### src/rtl/cpu7_ifu_ibuf.sv
// cpu7_ifu_ibuf: instruction buffer between the icache response path and decode.
// A DEPTH-entry circular FIFO holding each fetched instruction with its PC,
// branch-prediction and exception sideband. The head entry is shown ahead on
// fdp_dec_*, execute stalls hold it there, and a flush discards everything.
// Optional feature: define CPU7_IFU_IBUF_BYPASS_EN to let an entry arriving
// at an empty, unstalled buffer go straight to decode in the same cycle.
module cpu7_ifu_ibuf #(
   parameter int DEPTH           = 4,
   parameter int GRLEN           = 32,
   parameter int LSOC1K_PRU_HINT = 4
) (
   input  logic                         clk,
   input  logic                         rst,
   input  logic                         icu_ifu_valid,
   input  logic [GRLEN-1:0]             icu_ifu_pc,
   input  logic [31:0]                  icu_ifu_inst,
   input  logic [GRLEN-3:0]             icu_ifu_br_target,
   input  logic                         icu_ifu_br_taken,
   input  logic                         icu_ifu_exception,
   input  logic [5:0]                   icu_ifu_exccode,
   input  logic [LSOC1K_PRU_HINT-1:0]   icu_ifu_hint,
   output logic                         ifu_icu_ready,
   input  logic                         exu_ifu_stall,
   input  logic                         exu_ifu_flush,
   output logic                         fdp_dec_valid,
   output logic [GRLEN-1:0]             fdp_dec_pc,
   output logic [31:0]                  fdp_dec_inst,
   output logic [GRLEN-3:0]             fdp_dec_br_target,
   output logic                         fdp_dec_br_taken,
   output logic                         fdp_dec_exception,
   output logic [5:0]                   fdp_dec_exccode,
   output logic [LSOC1K_PRU_HINT-1:0]   fdp_dec_hint,
   output logic [$clog2(DEPTH):0]       ifu_ibuf_count
);

   localparam int PW = $clog2(DEPTH);
   localparam int CW = PW + 1;
   localparam int EW = GRLEN + 32 + (GRLEN - 2) + 1 + 1 + 6 + LSOC1K_PRU_HINT;

   logic [EW-1:0] r_mem [DEPTH];
   logic [PW-1:0] r_wrPtr;
   logic [PW-1:0] r_rdPtr;
   logic [CW-1:0] r_count;

   logic [EW-1:0] w_inEntry;
   logic [EW-1:0] w_headEntry;
   logic [EW-1:0] w_outEntry;
   logic          w_full;
   logic          w_empty;
   logic          w_bypass;
   logic          w_push;
   logic          w_pop;

   assign w_inEntry   = {icu_ifu_pc, icu_ifu_inst, icu_ifu_br_target, icu_ifu_br_taken,
                         icu_ifu_exception, icu_ifu_exccode, icu_ifu_hint};
   assign w_headEntry = r_mem[r_rdPtr];

   assign w_full  = (r_count == CW'(DEPTH));
   assign w_empty = (r_count == '0);

   // Ready looks only at the registered count, so a same-cycle pop never
   // makes room for a push; flush also refuses the incoming entry.
   assign ifu_icu_ready = !w_full && !exu_ifu_flush;

`ifdef CPU7_IFU_IBUF_BYPASS_EN
   assign w_bypass = w_empty && icu_ifu_valid && !exu_ifu_stall && !exu_ifu_flush;
`else
   assign w_bypass = 1'b0;
`endif

   // A bypassed entry is consumed directly by decode and never stored.
   assign w_pop  = !w_empty && !exu_ifu_stall && !exu_ifu_flush;
   assign w_push = icu_ifu_valid && ifu_icu_ready && !w_bypass;

   assign fdp_dec_valid  = w_pop || w_bypass;
   assign w_outEntry     = w_bypass ? w_inEntry : w_headEntry;
   assign {fdp_dec_pc, fdp_dec_inst, fdp_dec_br_target, fdp_dec_br_taken,
           fdp_dec_exception, fdp_dec_exccode, fdp_dec_hint} = w_outEntry;
   assign ifu_ibuf_count = r_count;

   // Storage is written on every accepted push and is deliberately not reset.
   always_ff @(posedge clk) begin
      if (w_push) begin
         r_mem[r_wrPtr] <= w_inEntry;
      end
   end

   // Pointer and occupancy bookkeeping; flush wins over any push or pop.
   always_ff @(posedge clk or posedge rst) begin
      if (rst) begin
         r_wrPtr <= '0;
         r_rdPtr <= '0;
         r_count <= '0;
      end else if (exu_ifu_flush) begin
         r_wrPtr <= '0;
         r_rdPtr <= '0;
         r_count <= '0;
      end else begin
         if (w_push) begin
            r_wrPtr <= r_wrPtr + PW'(1);
         end
         if (w_pop) begin
            r_rdPtr <= r_rdPtr + PW'(1);
         end
         case ({w_push, w_pop})
            2'b10:   r_count <= r_count + CW'(1);
            2'b01:   r_count <= r_count - CW'(1);
            default: r_count <= r_count;
         endcase
      end
   end

endmodule
### config.mk
export PLATFORM = sky130hd
export DESIGN_NAME = cpu7_ifu_ibuf
export DESIGN_NICKNAME = d
export VERILOG_FILES = /design/src/rtl/cpu7_ifu_ibuf.sv
export SDC_FILE = /design/constraint.sdc
export NUM_CORES = 1
export LEC_CHECK = 0
export BUFFER_PORTS_ARGS = -buffer_cell sky130_fd_sc_hd__buf_2
export CAP_MARGIN = 20
export CORE_MARGIN = 3
export CORE_UTILIZATION = 46
export DETAILED_ROUTE_END_ITERATION = 7
export PLACE_DENSITY = 0.73
export SYNTH_ARGS = -nofsm -noshare
export SYNTH_HDL_FRONTEND = slang
export SYNTH_SLANG_ARGS = --single-unit
### constraint.sdc
create_clock -name clk -period 3.78 [get_ports clk]
set_clock_uncertainty 0.1 [all_clocks]
set_input_delay 0.567 -clock clk [delete_from_list [all_inputs] [get_ports clk]]
set_output_delay 0.567 -clock clk [all_outputs]
set_load 0.01 [all_outputs]
# Word level (Yosys, flattened, before mapping)
# Memory sizes are Yosys's and may differ from the RTL's.
# Cells that the tools add are included.
# W data, S select, Z words.
dict set report totals {
  n_memories 1
  word_cells 31
  mem_bits_rw 424
  register_bits 7
  output_inout_bits 111
}
dict set report op_classes {
  n_addsub 4
  reduce_logical 12
  muxes 8
  eq_ne 3
}
# name depth width read_ports rd_clocked_by_memory_dff write_ports line_no
set mem_list {}
lappend mem_list {r_mem 4 106 1 0 1 40} ;# logic [EW-1:0] r_mem [DEPTH];
# cell n
set op_table {}
lappend op_table {{$mux W2} 4}
lappend op_table {{$pmux W3 S2} 1}
lappend op_table {{$add A2 B1 Y2 const B} 2}
lappend op_table {{$logic_and A1 B1 Y1} 4}
lappend op_table {{$logic_not A1 Y1} 4}
lappend op_table {{$reduce_bool A2 Y1} 2}
lappend op_table {{$add A3 B1 Y3 const B} 1}
lappend op_table {{$eq A3 B3 Y1 const B} 1}
lappend op_table {{$logic_not A3 Y1} 1}
lappend op_table {{$mux W3} 1}
lappend op_table {{$reduce_bool A3 Y1} 1}
lappend op_table {{$sub A3 B1 Y3 const B} 1}
lappend op_table {{$eq A2 B1 Y1 const B} 1}
lappend op_table {{$eq A2 B2 Y1 const B} 1}
lappend op_table {{$mux W1} 2}

# Logic depth before layout (Yosys ltp)
# Gate-level depths: netlist of the first run.
dict set report logic_depth {
  ltp_word 7
  depth_mapped 9
  ltp_nobuf 8
}

# Worst setup path before layout of the first run
# OpenSTA, ideal clock, no wires.
dict set report synth_timing {
  kind {input -> register}
  start {in exu_ifu_flush}
  end {mem r_mem[0][0] (netlist bit), enable pin}
  stages 3
  path_buffers 0
  t_required_ns 3.261
  arrival_ns 2.352
  path_slack_ns 0.909
  cell_sequence {nand2b_2 a21oi_4 and2_2}
}
dict set report synth_between {
  elab_chain_len 5
}
# item line_no
set synth_rtl {}
lappend synth_rtl {{start: declaration} 24} ;# input logic exu_ifu_flush,
lappend synth_rtl {{$logic_not A1 Y1} 63} ;# assign ifu_icu_ready = !w_full && !exu_ifu_flush;
lappend synth_rtl {{$logic_and A1 B1 Y1} 63}
lappend synth_rtl {{$logic_and A1 B1 Y1} 73} ;# assign w_push = icu_ifu_valid && ifu_icu_ready && !w_bypass;
lappend synth_rtl {{$mux W1} 83} ;# if (w_push) begin
lappend synth_rtl {{$mux W1 (not written as such)} 84} ;# r_mem[r_wrPtr] <= w_inEntry;
lappend synth_rtl {{end: declaration} 40}
# Every way passes these cells.

# Worst setup path after layout of the first run
dict set report layout_timing {
  start {reg r_rdPtr[0]}
  end {out fdp_dec_br_target[24]}
}
dict set report layout_between {
  elab_chain_len 1
}
# item line_no
set layout_rtl {}
lappend layout_rtl {{start: declaration} 42} ;# logic [PW-1:0] r_rdPtr;
lappend layout_rtl {{start signal: assignment} 103} ;# r_rdPtr <= r_rdPtr + PW'(1);
lappend layout_rtl {{$mem_v2 Z4 W106} n/a}
lappend layout_rtl {{end: declaration} 28} ;# output logic [GRLEN-3:0] fdp_dec_br_target,
# Every way passes these cells.

==> flow_summary.json, run 1 <==
{
  "min_path_cells": 1,
  "drc": 0,
  "routed-via-count": 7254,
  "synth_top_area_share_pct": 80.6,
  "nets": 988,
  "synth_most_common_cell": "edfxtp_1",
  "grt_usage_pct": 16.7,
  "cts_sinks": 431,
  "clock_path_buffers": 3,
  "worstPathCellList": "buf_4 > mux4_2 > buf_2",
  "synth_area_leaders": "edfxtp_1 81%, mux4_2 15%, dfrtp_1 1.1%",
  "clkLatencyLatePin_ns": 0.51,
  "peakVddDrop_uv": 477,
  "ys_warn_count": 0,
  "power_mw": 12.3,
  "fin_crit_sh_pct": 81.9,
  "firstDrtPassIters": 4,
  "drv_slew": 0,
  "grt_overflow": 0,
  "grt_max_degree": 60,
  "avgSynthCellArea_sq_um": 26.0,
  "n_fill_cell": 2495,
  "cts_root_buffer": "clkbuf_16",
  "dp_hpwl_um": 18400,
  "arrival_ns": 2.43,
  "path_class": "flip-flop to primary output",
  "drive_above_1_share_pct": 47.5,
  "wirelength_um": 29900,
  "fp.dieH_um": 191,
  "reg2reg_depth": 4,
  "cts-htree-levels": 2,
  "portBuffers": 221,
  "required_ns": 3.11,
  "drt-initial-drc-count": 413,
  "cp-start-kind": "flip-flop",
  "cts_buffers": 43,
  "synthDistinctLibCells": 34,
  "end_kind": "primary output",
  "placedInstanceArea_sq_um": 17600,
  "grt_pass1_vias": 7965,
  "core_sq_um": 33700,
  "routedWlPerCell_um": 22.1,
  "syn_area_sq_um": 15800,
  "finalSetupTns_ns": 0,
  "ys.flop_type": "edfxtp_1",
  "netlist_top_cells_count": "424 x edfxtp_1, 106 x mux4_2, 14 x buf_2, 7 x clkbuf_1, 7 x dfrtp_1",
  "synthToLayoutAreaGrowth_pct": 20.5,
  "vias_per_cell": 5.37,
  "p_leak_nw": 6.36,
  "slowest_delay_ns": 0.89,
  "hp-class": "primary input to flip-flop",
  "rows": 67,
  "multiInputGateArea_sq_um": 2740,
  "cp_max_fo": 30,
  "synth_area_leader_cell": "edfxtp_1",
  "ys_ff_latch": 431,
  "die_x_um": 191,
  "maxCapViolations": 0,
  "critPathBufInv": 2,
  "antenna_left": 0,
  "async_flop_share_pct": 1.62,
  "hold_violations": 0,
  "timing.slew.headroom_pct": 52.8,
  "max_freq_mhz": 323,
  "status": "finished, final reports clean",
  "die_area_sq_um": 36600,
  "seq_area_frac_synth_pct": 81.7,
  "postCtsSetupBuffers": 0,
  "layout_min_cycle_time_ns": 3.09,
  "crit_family": "flip-flops",
  "cts_tree": "built",
  "setup_viol_count_final": 0,
  "syn-num-nets": 725,
  "antenna_found_initial": 6,
  "final_cell_area_sq_um": 19000,
  "cp_slowest_cell": "dfrtp_4",
  "final_util_pct": 56.5,
  "synth_edf_count": 424,
  "grt_pass1_wl_um": 46100,
  "cts.clk_slew.worst_paths_ns": 0.06,
  "rsz0062_at_grt": "false",
  "ios": 222,
  "gp_congestion": 0.748,
  "register_area_sq_um": 12900,
  "path_depth": 3,
  "syn_inst": 609,
  "tightest_slew_ns": 0.708,
  "start_util_pct": 46.9,
  "p_per_area_nw_per_um2": 644
}
-- state kept, by name (all words and copies together) (netlist names) --
signal,cells
r_mem,424
ifu_ibuf_count,3
r_rdPtr,2
r_wrPtr,2
-- worst reg2reg max path, delay by kind of cell (launching register included) --
| kind | cells | cell delay (ns) |
|---|---|---|
| and+or+nand+nor | 2 | 0.57 |
| DFF | 1 | 0.50 |
| buffers and inverters | 1 | 0.45 |
| AOI/OAI and AO/OA | 1 | 0.32 |
-- routing by layer --
layer  share of wire [%]  vias up  GRT usage, %
met5                0.18        -             0
met4                 2.1       10          4.88
met3                 8.1       58          4.64
met2                  51      272          27.5
met1                  39     3763          21.9
li1                    -     3151             -
-- cell usage in the layout, fill, tap and decap left out, types with 4 or more instances in the layout --
cell | Yosys | layout
nor2_1 | 4 | 4
clkinv_2 | 0 | 11
clkbuf_1 | 7 | 6
clkinv_1 | 0 | 7
buf_2 | 14 | 221
edfxtp_1 | 424 | 424
and2_4 | 0 | 4
ha_1 | 4 | 4
buf_4 | 2 | 13
dfrtp_1 | 7 | 5
clkbuf_16 | 0 | 45
bufinv_16 | 0 | 6
mux4_2 | 106 | 106
inv_1 | 4 | 4
buf_12 | 0 | 9
-- power by group --
group	switching, mW	internal [mW]
logic	1.13	1.23
clock network	1.63	2.57
registers	0.184	5.53
total	2.95	9.32
-- final cells by class --
cell class | instances | area share (%)
Sequential cell | 431 | 67.8
Multi-Input combinational cell | 148 | 14.4
Timing Repair Buffer | 244 | 7.32
Clock buffer | 51 | 6.03
Tap cell | 448 | 2.94
Clock inverter | 25 | 1.41
Inverter | 4 | 0.0788
Antenna cell | 1 | 0.0131
-- worst paths after layout --
kind	slack [ns]	endpoint	startpoint
setup / recovery	0.69	fdp_dec_br_target[24]	r_rdPtr[0]$_DFFE_PP0P_
hold / removal	0.16	r_mem[1][19]$_DFFE_PP_	icu_ifu_br_target[7]
setup reg to reg	1.49	r_mem[1][63]$_DFFE_PP_	ifu_ibuf_count[0]$_DFFE_PP0P_
hold reg to reg	0.51	r_wrPtr[0]$_DFFE_PP0P_	r_wrPtr[0]$_DFFE_PP0P_
max in group asynchronous	2.91	r_rdPtr[0]$_DFFE_PP0P_	rst
min in group asynchronous	0.42	r_rdPtr[1]$_DFFE_PP0P_	rst
-- cells by family after synthesis --
group                    count (synthesis)  share of synthesized area (%)
AO/OA/AOI/OAI                            8                          0.388
XOR/XNOR                                 3                          0.214
adder cells (fa/ha/maj)                  5                          0.443
buffers and inverters                   30                           1.01
flip-flops                             431                           81.7
multiplexers                           109                           15.3
AND/OR/NAND/NOR                         23                          0.942
-- repair_timing --
action / in CTS / in global routing
gates resized for setup: 0 / 0
hold endpoints to repair: 7 / 0
hold buffers: 1 / 0
-- stage by stage --
step | setup WS [ns] | instances | hold WS, ns
after floorplan | 0.909 | 609 | 0.270
after global placement | 1.18 | 1274 | 0.416
after detailed placement | 1.14 | 1274 | 0.417
after CTS | 0.599 | 1351 | 0.124
after global routing | 0.526 | 1352 | 0.138
final | 0.686 | 1352 | 0.155
Note: power is estimated with default switching activity, not from simulation.
==> inputs of run 2 (changes only) <==
--- a/config.mk
+++ b/config.mk
@@ -10,7 +10,7 @@
 export CORE_MARGIN = 3
 export CORE_UTILIZATION = 46
 export DETAILED_ROUTE_END_ITERATION = 7
-export PLACE_DENSITY = 0.73
+export PLACE_DENSITY = 0.76
 export SYNTH_ARGS = -nofsm -noshare
 export SYNTH_HDL_FRONTEND = slang
 export SYNTH_SLANG_ARGS = --single-unit
==> constraint.sdc (replaced) <==
create_clock -name clk -period 2.75 [get_ports clk]
set_clock_uncertainty 0.1 [all_clocks]
set_input_delay 0.4125 -clock clk [delete_from_list [all_inputs] [get_ports clk]]
set_output_delay 0.4125 -clock clk [all_outputs]
set_load 0.01 [all_outputs]
==> flow_summary.json, run 2 (synthesis results as in run 1) <==
{
  "status": "finished, final reports clean",
  "grt_usage_pct": 17.4,
  "tightest_slew_ns": 0.384,
  "rows": 67,
  "setup_viol_count_final": 0,
  "crit_path_end": "fdp_dec_exccode[2]",
  "worst_slack_ns": 0.0501,
  "cp_max_fo": 44,
  "drv_slew": 0,
  "timing.rr.start": "ifu_ibuf_count[2]$_DFFE_PP0P_",
  "grt_max_degree": 54,
  "r2r_slack_ns": 0.56,
  "core_sq_um": 33700,
  "worstPathCellList": "buf_16 > mux4_2 > buf_2",
  "r2r_end": "ifu_ibuf_count[2]$_DFFE_PP0P_",
  "grt_pass1_vias": 8253,
  "n_fill_cell": 2350,
  "timing.slew.headroom_pct": 74.4,
  "antenna_left": 0,
  "startpoint": "r_rdPtr[0]$_DFFE_PP0P_",
  "routedWlPerCell_um": 21.6,
  "final_util_pct": 59.7,
  "nets": 1091,
  "layout_min_cycle_time_ns": 2.70,
  "slowest_delay_ns": 0.57,
  "firstDrtPassIters": 4,
  "postCtsSetupBuffers": 0,
  "peakVddDrop_uv": 638,
  "crit_family": "multiplexers",
  "drc": 0,
  "synthToLayoutAreaGrowth_pct": 27.3,
  "required_ns": 2.24,
  "arrival_ns": 2.19,
  "start_util_pct": 46.9,
  "finalSetupTns_ns": 0,
  "cts_buffers": 43,
  "gp_congestion": 0.697,
  "fin_crit_sh_pct": 98.2,
  "power_mw": 16.6,
  "multiInputGateArea_sq_um": 2740,
  "dp_hpwl_um": 18200,
  "hold_start": "icu_ifu_inst[25]",
  "cts.clk_slew.worst_paths_ns": 0.06,
  "cts-htree-levels": 2,
  "cp-start-kind": "flip-flop",
  "rsz0062_at_grt": "true",
  "fp.dieH_um": 191,
  "routed-via-count": 7569,
  "most-common-layout-cells": "424 x edfxtp_1, 196 x buf_2, 106 x mux4_2, 106 x dlygate4sd3_1, 45 x clkbuf_16",
  "wirelength_um": 31300,
  "reg2reg_depth": 6,
  "regMostFlops": "r_mem",
  "hold_violations": 0,
  "num_antenna_cells": 0,
  "critPathBufInv": 2,
  "ios": 222,
  "path_class": "flip-flop to primary output",
  "antenna_found_initial": 0,
  "vias_per_cell": 5.23,
  "cts_tree": "built",
  "path_depth": 3,
  "end_kind": "primary output",
  "clock_path_buffers": 3,
  "cp_slowest_cell": "mux4_2",
  "largest_register_ffs": 424,
  "maxCapViolations": 0,
  "grt_pass1_wl_um": 48500,
  "clkLatencyLatePin_ns": 0.53,
  "grt_overflow": 0,
  "cts_sinks": 431,
  "max_freq_mhz": 370,
  "drt-initial-drc-count": 420,
  "final_common_cell": "edfxtp_1",
  "die_area_sq_um": 36600,
  "register_area_sq_um": 12900,
  "p_per_area_nw_per_um2": 826,
  "cts_root_buffer": "clkbuf_16",
  "portBuffers": 221,
  "drive_above_1_share_pct": 41.7,
  "die_x_um": 191,
  "pre_cts_ws_ns": 0.479,
  "p_leak_nw": 6.77,
  "hp-class": "primary input to flip-flop"
}
-- run 2: cell types whose count changed in the layout (fill, tap and decap cells not counted), sizes merged --
cell,change
clkinv,-2
buf,-2
bufinv,-5
dlygate4sd3,+105
diode,-1
clkinvlp,-1
clkbuf,+2
-- run 2: power by group --
group	leakage (nW)	internal (mW)	switching, mW
Combinational	2.21	1.89	1.71
Sequential	3.94	7.60	0.157
Clock	0.620	3.05	2.22
-- run 2: repair_timing --
action / CTS / global route
cloned: 0 / 0
hold buffers: 106 / 0
hold endpoints to repair: 426 / 0
gates resized for setup: 1 / 26
endpoints found under the setup margin: 8 / 76
-- run 2: how the worst min path moves through the flow --
| stage | to | slack, ns | cells after the start |
|---|---|---|---|
| floorplan | ifu_ibuf_count[0]$_DFFE_PP0P_ | 0.12 | 1 |
| global placement | r_rdPtr[0]$_DFFE_PP0P_ | 0.29 | 2 |
| detailed placement | r_rdPtr[0]$_DFFE_PP0P_ | 0.29 | 2 |
| CTS | r_mem[0][67]$_DFFE_PP_ | 0.001 | 1 |
| global route | r_mem[0][67]$_DFFE_PP_ | 0.004 | 1 |
| finish | r_mem[0][67]$_DFFE_PP_ | 0.03 | 1 |
-- run 2: stage by stage --
step	hold WS, ns	cells	instance area [sq um]
floorplan	0.116	609	15800
global placement	0.292	1272	17600
detailed placement	0.291	1272	17600
CTS	0.00133	1448	20000
global route	0.00419	1448	20100
finish	0.0327	1448	20100
-- run 2: cell type report --
cell class | instances | share of cell area, %
clock buffer | 53 | 5.75
clock inverter | 17 | 0.510
tap | 448 | 2.79
sequential | 431 | 64.2
timing repair buffer | 347 | 13.1
inverter | 4 | 0.0746
multi-input combinational | 148 | 13.6
-- run 2: worst register-to-register path: stages (launching register included) --
cell     delay, ns
dfrtp_1       0.50
nor3_2        0.27
nor3_1        0.10
and2b_2       0.21
fa_1          0.41
or3_1         0.38
a21oi_1       0.14
-- run 2: layer usage --
| metal | GRT usage (%) | wire, um | vias up |
|---|---|---|---|
| li1 | - | - | 3348 |
| met3 | 4.38 | 2110 | 56 |
| met5 | 0 | 0 | - |
| met4 | 4.97 | 708 | 0 |
| met2 | 29.4 | 16000 | 252 |
| met1 | 22.8 | 12500 | 3913 |
